<file path="src/rtl/disp_pkg.sv">
// Shared types, widths and helpers for the seven-segment display arbiter.
package disp_pkg;

  localparam int DIGIT_W = 4;
  localparam int DISP_W  = 16;
  localparam int NDIGITS = 4;

  typedef enum logic {
    IDLE = 1'b0,
    SHOW = 1'b1
  } disp_arb_state_t;

  // Round-robin pick over up to 8 requesters; searches upward from last_idx+1 and
  // wraps modulo nreq explicitly so non-power-of-2 requester counts work.
  function automatic logic [2:0] rr_pick(input logic [7:0] req,
                                         input logic [2:0] last_idx,
                                         input int         nreq);
    int         idx;
    logic [2:0] win;
    logic       found;
    win   = last_idx;
    found = 1'b0;
    for (int i = 1; i <= 8; i++) begin
      if (i <= nreq && !found) begin
        idx = int'(last_idx) + i;
        if (idx >= nreq) idx = idx - nreq;
        if (req[idx[2:0]]) begin
          win   = idx[2:0];
          found = 1'b1;
        end
      end
    end
    return win;
  endfunction

  // Leading-zero nibbles from the MSB down are blanked; digit 0 always shows.
  function automatic logic [NDIGITS-1:0] blank_mask(input logic [DISP_W-1:0] d);
    logic [NDIGITS-1:0] m;
    logic               lead;
    m    = '0;
    lead = 1'b1;
    for (int k = NDIGITS - 1; k >= 1; k--) begin
      if (lead && d[k*DIGIT_W +: DIGIT_W] == '0) m[k] = 1'b1;
      else lead = 1'b0;
    end
    return m;
  endfunction

endpackage

</file>
<file path="src/rtl/disp_arbiter_if.sv">
// Requester/display-side bundle of the display arbiter.
interface disp_arbiter_if #(parameter int NREQ = 4);
  import disp_pkg::*;

  logic [NREQ-1:0]        req;
  logic [NREQ*DISP_W-1:0] req_data;
  logic [NREQ-1:0]        gnt;
  logic [DISP_W-1:0]      disp_data;
  logic                   busy;
  logic                   scan_tick;
  logic [NDIGITS-1:0]     blank;

  modport master (output req, req_data,
                  input  gnt, disp_data, busy, scan_tick, blank);
  modport slave  (input  req, req_data,
                  output gnt, disp_data, busy, scan_tick, blank);
endinterface

</file>
<file path="src/rtl/disp_prescaler.sv">
// Free-running scan prescaler; scan_tick pulses one cycle every PRESC clocks.
module disp_prescaler #(
  parameter int PRESC = 16
) (
  input  logic clk,
  input  logic reset,
  output logic scan_tick
);
  localparam int PW = (PRESC > 1) ? $clog2(PRESC) : 1;

  logic [PW-1:0] presc_cnt;

  // Tick is pre-decoded one count early so it coincides with presc_cnt==PRESC-1.
  always_ff @(posedge clk) begin
    if (reset) begin
      presc_cnt <= '0;
      scan_tick <= 1'b0;
    end else begin
      presc_cnt <= (presc_cnt == PW'(PRESC - 1)) ? '0 : presc_cnt + PW'(1);
      scan_tick <= (presc_cnt == PW'(PRESC - 2));
    end
  end
endmodule

</file>
<file path="src/rtl/disp_arbiter.sv">
// Round-robin, fixed-window arbiter for the 4-digit display plus scan tick.
// Optional leading-zero blanking is enabled by defining DISP_BLANK_EN.
//
// state | meaning
// IDLE  | no window active, gnt=0, disp_data holds last value
// SHOW  | window of HOLD_CYCLES cycles for the granted requester
module disp_arbiter
  import disp_pkg::*;
#(
  parameter int NREQ        = 4,
  parameter int HOLD_CYCLES = 1024,
  parameter int PRESC       = 16
) (
  input  logic          clk,
  input  logic          reset,
  disp_arbiter_if.slave bus
);
  localparam int IDX_W = (NREQ > 1) ? $clog2(NREQ) : 1;
  localparam int HW    = (HOLD_CYCLES > 1) ? $clog2(HOLD_CYCLES) : 1;

  disp_arb_state_t    state_q, state_n;
  logic [HW-1:0]      hold_cnt_q, hold_cnt_n;
  logic [IDX_W-1:0]   last_idx_q, last_idx_n;
  logic [NREQ-1:0]    gnt_q, gnt_n;
  logic [DISP_W-1:0]  disp_q, disp_n;
  logic               busy_q, busy_n;
  logic [IDX_W-1:0]   win_sel;
  logic               arb;

  assign win_sel = IDX_W'(rr_pick(8'(bus.req), 3'(last_idx_q), NREQ));

  always_ff @(posedge clk) begin
    if (reset) begin
      state_q    <= IDLE;
      hold_cnt_q <= '0;
      last_idx_q <= IDX_W'(NREQ - 1);
      gnt_q      <= '0;
      disp_q     <= '0;
      busy_q     <= 1'b0;
    end else begin
      state_q    <= state_n;
      hold_cnt_q <= hold_cnt_n;
      last_idx_q <= last_idx_n;
      gnt_q      <= gnt_n;
      disp_q     <= disp_n;
      busy_q     <= busy_n;
    end
  end

  always_comb begin
    state_n    = state_q;
    hold_cnt_n = hold_cnt_q;
    last_idx_n = last_idx_q;
    gnt_n      = gnt_q;
    disp_n     = disp_q;
    busy_n     = busy_q;
    arb        = 1'b0;

    case (state_q)
      IDLE: begin
        if (|bus.req) arb = 1'b1;
      end
      SHOW: begin
        if (hold_cnt_q == HW'(HOLD_CYCLES - 1)) begin
          if (|bus.req) begin
            arb = 1'b1;
          end else begin
            state_n = IDLE;
            gnt_n   = '0;
            busy_n  = 1'b0;
          end
        end else begin
          hold_cnt_n = hold_cnt_q + HW'(1);
        end
      end
      default: state_n = IDLE;
    endcase

    // A grant edge is the only place request data is sampled.
    if (arb) begin
      gnt_n          = '0;
      gnt_n[win_sel] = 1'b1;
      disp_n         = bus.req_data[int'(win_sel)*DISP_W +: DISP_W];
      last_idx_n     = win_sel;
      hold_cnt_n     = '0;
      busy_n         = 1'b1;
      state_n        = SHOW;
    end
  end

`ifdef DISP_BLANK_EN
  logic [NDIGITS-1:0] blank_q;

  always_ff @(posedge clk) begin
    if (reset)    blank_q <= '0;
    else if (arb) blank_q <= blank_mask(disp_n);
  end

  assign bus.blank = blank_q;
`else
  assign bus.blank = '0;
`endif

  disp_prescaler #(.PRESC(PRESC)) u_presc (
    .clk       (clk),
    .reset     (reset),
    .scan_tick (bus.scan_tick)
  );

  assign bus.gnt       = gnt_q;
  assign bus.disp_data = disp_q;
  assign bus.busy      = busy_q;
endmodule

</file>
<file path="src/flat_wrapper.sv">
// flat-port wrapper written by rule: the top's interface ports become plain ports
module disp_arbiter_flat import disp_pkg::*;
#(
  parameter int NREQ        = 4,
  parameter int HOLD_CYCLES = 1024,
  parameter int PRESC       = 16
)
  (clk, reset, bus_req, bus_req_data, bus_gnt, bus_disp_data, bus_busy, bus_scan_tick, bus_blank);
  disp_arbiter_if #(.NREQ(NREQ)) bus_i ();
  input  logic clk;
  input  logic reset;
  input wire logic [$bits(bus_i.req)-1:0] bus_req;
  input wire logic [$bits(bus_i.req_data)-1:0] bus_req_data;
  output wire logic [$bits(bus_i.gnt)-1:0] bus_gnt;
  output wire logic [$bits(bus_i.disp_data)-1:0] bus_disp_data;
  output wire logic [$bits(bus_i.busy)-1:0] bus_busy;
  output wire logic [$bits(bus_i.scan_tick)-1:0] bus_scan_tick;
  output wire logic [$bits(bus_i.blank)-1:0] bus_blank;
  assign bus_i.req = bus_req;
  assign bus_i.req_data = bus_req_data;
  assign bus_gnt = bus_i.gnt;
  assign bus_disp_data = bus_i.disp_data;
  assign bus_busy = bus_i.busy;
  assign bus_scan_tick = bus_i.scan_tick;
  assign bus_blank = bus_i.blank;
  disp_arbiter #(.NREQ(NREQ), .HOLD_CYCLES(HOLD_CYCLES), .PRESC(PRESC)) u_core (.clk(clk), .reset(reset), .bus(bus_i));
endmodule
</file>
<file path="config.mk">
export PLATFORM = sky130hd
export DESIGN_NAME = disp_arbiter_flat
export DESIGN_NICKNAME = d
export VERILOG_FILES = /design/src/rtl/disp_pkg.sv /design/src/rtl/disp_arbiter_if.sv /design/src/rtl/disp_prescaler.sv /design/src/rtl/disp_arbiter.sv /design/src/flat_wrapper.sv
export SDC_FILE = /design/constraint.sdc
export NUM_CORES = 1
export LEC_CHECK = 0
export CORE_UTILIZATION = 45
export DETAILED_ROUTE_END_ITERATION = 10
export HOLD_SLACK_MARGIN = 0.02
export PLACE_DENSITY_LB_ADDON = 0.08
export SYNTH_ARGS = -nofsm -noshare
export SYNTH_HDL_FRONTEND = slang
export SYNTH_SLANG_ARGS = --single-unit
</file>
<file path="constraint.sdc">
create_clock -name clk -period 3.9 [get_ports clk]
set_input_delay 0.78 -clock clk [delete_from_list [all_inputs] [get_ports clk]]
set_output_delay 0.78 -clock clk [all_outputs]
set_load 0.01 [all_outputs]
</file>
**Yosys cells after proc, flatten, opt, wreduce, memory -nomap -nowiden**

Cells that the tools add are included.

- Bits in registers: 39
- Logic and storage cells: 86
- Bits of input ports: 70

- $add $sub $neg: 10
- Shift operators: 1
- Muxes and demuxes: 43
- $lt $le $gt $ge: 10
- Eq/ne operators: 4
- Reduce and logical (&&, ||, !) cells: 8
- Bitwise logic cells: 2

Operators with widths:

| cell | number |
|---|---|
| $ge A32 B4 Y1 const B | 3 |
| $shiftx A64 B7 Y16 | 1 |
| $mux W3 | 7 |
| $mux W1 | 19 |
| $lt A3 B4 Y1 const B | 4 |
| $mux W4 | 4 |
| $mux W2 | 7 |
| $bmux W1 S3 | 4 |
| $sub A3 B3 Y3 const B | 4 |
| $add A10 B1 Y10 const B | 1 |
| $eq A10 B10 Y1 const B | 1 |
| $eq A4 B4 Y1 const B | 2 |
| $add A2 B2 Y3 const B | 2 |
| $add A2 B3 Y4 const B | 1 |
| $add A4 B1 Y4 const B | 1 |
| $ge A4 B3 Y1 const B | 1 |
| $reduce_bool A2 Y1 | 2 |
| $reduce_or A2 Y1 | 2 |
| $reduce_or A4 Y1 | 1 |
| $add A2 B1 Y3 const B | 1 |
| $lt A2 B3 Y1 const B | 1 |
| $reduce_and A3 Y1 | 1 |
| $demux W1 S2 | 1 |
| $ge A2 B1 Y1 const B | 1 |
| 5 further kinds | 6 |

**Longest topological paths before layout**

- Depth in word-level cells: 26
- Gate-level depth with buffers: 13
- Depth with buffers taken out: 8

**Hierarchy**

From an unflattened synthesis, not the netlist that was laid out.

- Cells, all modules: 326
- Area total of the unflattened synthesis: 2,521.2 um^2

Modules (own cells, without submodules):

| module | cells each | instances | area an instance (um^2) |
|---|---|---|---|
| disp_arbiter | 307 | 1 | 2,326.0 |
| disp_prescaler | 19 | 1 | 195.2 |

**Least setup slack after synthesis**

OpenSTA, ideal clock, no wires.

- Path type: register -> register
- Start point: register u_core.last_idx_q[0]
- End point: register u_core.disp_q[9] (netlist: u_core.bus.disp_data[9])
- Data arrival time: 3.007 ns
- Stages on the path, launching flop included: 12
- Data required time: 3.770 ns
- Period minus slack after synthesis: 3.136 ns
- Setup slack: 0.764 ns
- Library setup time: 0.130 ns
- Cells stage by stage: dfxtp_1 > buf_6 > buf_2 > clkinv_1 > clkbuf_1 > ha_1 > mux4_2 > a31oi_4 > xnor2_1 > buf_2 > mux2i_1 > o211ai_2

- Cells in the longest elaborated chain, start to end: 13
- Elaborated cells on any way between the ends: 40
- Those cells by class: add/sub: 8; order compare: 4; shift: 1; mux: 27

Ends and longest elaborated chain:

| item | line | text |
|---|---|---|
| from (decl) | disp_arbiter.sv:23 | `logic [IDX_W-1:0] last_idx_q, last_idx_n;` |
| from (signal assigned) | disp_arbiter.sv:36 | `last_idx_q <= IDX_W'(NREQ - 1);` |
| from (signal assigned) | disp_arbiter.sv:43 | `last_idx_q <= last_idx_n;` |
| $add A2 B1 Y3 / $add A2 B2 Y3 (equally long branches) | disp_pkg.sv:25 | `idx = int'(last_idx) + i;` |
| $ge A32 B4 Y1 / $sub A3 B3 Y3 (equally long branches) | disp_pkg.sv:26 | `if (idx >= nreq) idx = idx - nreq;` |
| $mux W3 | disp_pkg.sv:26 |  |
| $bmux W1 S3 / $mux W3 (equally long branches) | disp_pkg.sv:27, disp_pkg.sv:24 |  |
| $mux W1 (implied by the code) / $bmux W1 S3 (equally long branches) | disp_pkg.sv:27 | `if (req[idx[2:0]]) begin` |
| $mux W2 / $mux W1 (equally long branches) | disp_pkg.sv:27 |  |
| $mux W2 | disp_pkg.sv:27 |  |
| $mux W2 | disp_pkg.sv:24 | `if (i <= nreq && !found) begin` |
| $mux W2 | disp_pkg.sv:27 |  |
| $mux W2 | disp_pkg.sv:24 |  |
| $mux W2 | disp_pkg.sv:27 |  |
| $mux W2 * | disp_pkg.sv:24 |  |
| $shiftx A64 B7 Y16 * | disp_arbiter.sv:83 | `disp_n = bus.req_data[int'(win_sel)*DISP_W +: DISP_W];` |
| to (signal assigned) | disp_arbiter.sv:45 | `disp_q <= disp_n;` |
| to (decl) | disp_arbiter.sv:25 | `logic [DISP_W-1:0] disp_q, disp_n;` |

Every way passes the cells marked *; elsewhere a longest branch is shown, timed or not. The select of a mux whose other input is x is not followed.
A chain may end at the register's enable or synchronous reset.

**Final worst setup path**

- Start point: input port bus_req[1]
- End point: register u_core.disp_q[6] (netlist: u_core.bus.disp_data[6])

- Cells in the longest elaborated chain, start to end: 10
- Elaborated cells on any way between the ends: 25
- Those cells by class: shift: 1; mux: 23; reduce/logical: 1

Ends and longest elaborated chain:

| item | line | text |
|---|---|---|
| from (decl) | flat_wrapper.sv:12 | `input wire logic [$bits(bus_i.req)-1:0] bus_req;` |
| $bmux W1 S3 | disp_pkg.sv:27 |  |
| $mux W1 (implied by the code) | disp_pkg.sv:27 |  |
| $mux W2 (2 in series) | disp_pkg.sv:27 |  |
| $mux W2 | disp_pkg.sv:24 |  |
| $mux W2 | disp_pkg.sv:27 |  |
| $mux W2 | disp_pkg.sv:24 |  |
| $mux W2 | disp_pkg.sv:27 |  |
| $mux W2 | disp_pkg.sv:24 |  |
| $shiftx A64 B7 Y16 | disp_arbiter.sv:83 |  |

Parallel ways exist; a longest one is shown, timed or not. The select of a mux whose other input is x is not followed.

==> qor.csv <==
metric,value,unit
die-area,5940,um^2
status,"finished, final reports clean",
gr-total-overflow,0,
holdBufCountCts,0,
syn-instance-count,327,
critPathKind,in2reg,
wl_per_cell,14.0,um
r2r-end,u_core.bus.disp_data[6],
yosysWarnings,0,
antenna_found_initial,0,
post-route-util,68.1,%
postSynthAreaPerCell,7.76,um^2
post-cts-setup-buffer-count,0,
antenna_cells,0,
crit_required,4070,ps
grt_pass1_vias,2325,
nNetsFinal,486,
core_area,5270,um^2
fin_cells,483,
vias_per_cell,5.47,
finalWorstSetupSlack,760,ps
clock_skew,6.26,ps
yosys-top-cells-area,"dfxtp_1, nand2_1, a21oi_1",
cts_buffer_depth,2,
fin_crit,3140,ps
first_pass_iters,5,
power.density,450,nW/um^2
p_leak,1.40,nW
die_w,77.1,um
reg2reg_setup_slack,950,ps
cts-root-buf,clkbuf_8,
areaGrowthSynthToFinish,41.4,%
dp_slack,490,ps
die_h,77.1,um
synthesis.area,2540,um^2
yosysSeqAreaShare,30.8,%
r2r-start,u_core.last_idx_q[0],
std_cell_rows,26,
hold_class,reg2reg,
synthFlopType,dfxtp_1,
critPathMostFrequentCell,mux2i_1,
crit_path_cell_trace,clkdlybuf4s50_1 -> mux2i_1 -> nand2b_1 -> a31oi_4 -> xnor2_2 -> buf_4 -> mux2i_1 -> o211ai_1,
worstMarginPinSlew,977,ps
drc,0,
cp_slowest_stage_delay,760,ps
io_pins,96,
numClockSinks,39,
start_util,48.1,%
max_freq,318,MHz
fin_crit_sh,80.5,%
critPathBufInv,2,
peakVddDrop,216,uV
routabilityCongestion,0.857,
setup_viol,0,
rr_worst_depth,8,
io_buffer_count,91,
synth-async-reset-ratio,0,%
path_max_fanout,15,
insertion_delay,300,ps
synth_top_area_share,30.8,%
rsz0062_at_grt,false,
start_kind,primary input,
vias,2644,
h-tree-depth,2,
worst_ep_arrival_time,3310,ps
cpMaxStageDelayCell,xnor2_2,
clkTransAtPathRegs,80,ps
hold_path_end,u_core.bus.gnt[0],
synth_seq_cells,39,
post_cts_resized,0,
hold_viol_final,0,
tns,0,ps
first_iter_violations,164,
cp_top_family,buffers and inverters,
placed_cells,475,
yosysUniqueCellTypes,50,
drive_gt1_share,8.72,%
dp_hpwl,5040,um
cts_tree,built,
synth_top_area_cell,dfxtp_1,
wl,6780,um
maxCapViolCount,0,
drv_slew,0,
drt.antenna.violating_nets,0,
grt_usage,23.0,%
min_from,u_core.bus.gnt[0],
synth_edf_count,0,
end_kind,flop,
grt_pass1_wl,11000,um
startpoint,bus_req[1],
grt_max_degree,41,
worstHoldPathCells,2,
cts_buffers,5,
relSlewSlack,34.5,%
-- cell usage after synthesis, drive strengths merged, types with 4 or more instances --
library cell  instances
or3                   4
nor2                 13
inv                   5
clkbuf               11
nand3                 7
nand2                90
o21ai                22
dfxtp                39
o211ai               16
mux2i                19
nor4                  4
a21oi                41
ha                    4
xor2                  5
buf                  10
-- layer usage --
metal  track usage [%]  wire, um  vias up
met5                 0         0        -
met4              7.36        93        0
met3              4.40       301        8
met2              39.0      3340       78
met1              29.1      3040     1235
li1                  -         -     1323
-- logic make-up after synthesis --
kind of cell	after synthesis	synth area share [%]
and+or+nand+nor	135	25.0
AOI/OAI and AO/OA	91	24.0
DFF	39	30.8
buffers and inverters	27	5.72
muxes	22	9.71
xor gates and xnor gates	8	2.76
adders and majority gates	4	1.97
other	1	0.148
-- worst max path at each step --
| stage | cells past startpoint | endpoint | slack [ps] |
|---|---|---|---|
| 2_1_floorplan | 11 | u_core.bus.disp_data[9] | 760 |
| 3_3_place_gp | 6 | u_core.bus.disp_data[14] | 530 |
| 3_5_place_dp | 8 | u_core.bus.disp_data[6] | 490 |
| 4_1_cts | 8 | u_core.bus.disp_data[6] | 810 |
| 5_1_grt | 8 | u_core.bus.disp_data[5] | 580 |
| 6_report | 8 | u_core.bus.disp_data[6] | 760 |
-- through the flow --
| step | total power [W] | hold slack (ps) | cell area, um^2 |
|---|---|---|---|
| after floorplan | 0.000989 | 453 | 2550 |
| after global placement | 0.00125 | 444 | 3470 |
| after detailed placement | 0.00126 | 449 | 3470 |
| after CTS | 0.00162 | 459 | 3590 |
| after global routing | 0.00170 | 479 | 3590 |
| final | 0.00161 | 455 | 3590 |
-- power by group --
| part | switching (W) | internal (W) | leakage [nW] |
|---|---|---|---|
| Sequential | 0.0000373 | 0.000460 | 0.320 |
| Combinational | 0.000391 | 0.000369 | 1.01 |
| Clock | 0.000149 | 0.000207 | 0.0612 |
| Total | 0.000577 | 0.00104 | 1.40 |
-- worst min-delay path, cell delays in order, from the launching register on --
cell and delay [ps]:
dfxtp_1 310, nand2_1 50, a21oi_1 50
-- registers in the layout, indices dropped and copies added (netlist names) --
register                  flops
u_core.bus.gnt                4
u_core.u_presc.scan_tick      1
u_core.u_presc.presc_cnt      4
u_core.last_idx_q             2
u_core.hold_cnt_q            10
u_core.bus.disp_data         16
u_core.state_q                1
u_core.bus.busy               1
-- final cells by class --
class,count,area (um^2)
inverter,6,22.5
clock inverter,2,35.0
sequential,39,781
multi-input combinational,264,1630
clock buffer,6,82.6
timing repair buffer,96,948
tap,70,87.6
fill,461,1680
-- layout by cell type, fill, tap and decap left out, types with 3 or more instances in the layout --
master           instances
clkdlybuf4s50_1         91
nand2_1                 90
a21oi_1                 41
dfxtp_1                 39
o21ai_0                 21
mux2i_1                 19
nor2_1                  13
o211ai_2                10
nand3_1                  6
o211ai_1                 6
clkbuf_8                 6
inv_1                    5
xor2_1                   5
buf_4                    5
ha_1                     4
conb_1                   4
nand4_1                  3
or3_1                    3
(Power assumes the default switching activity.)
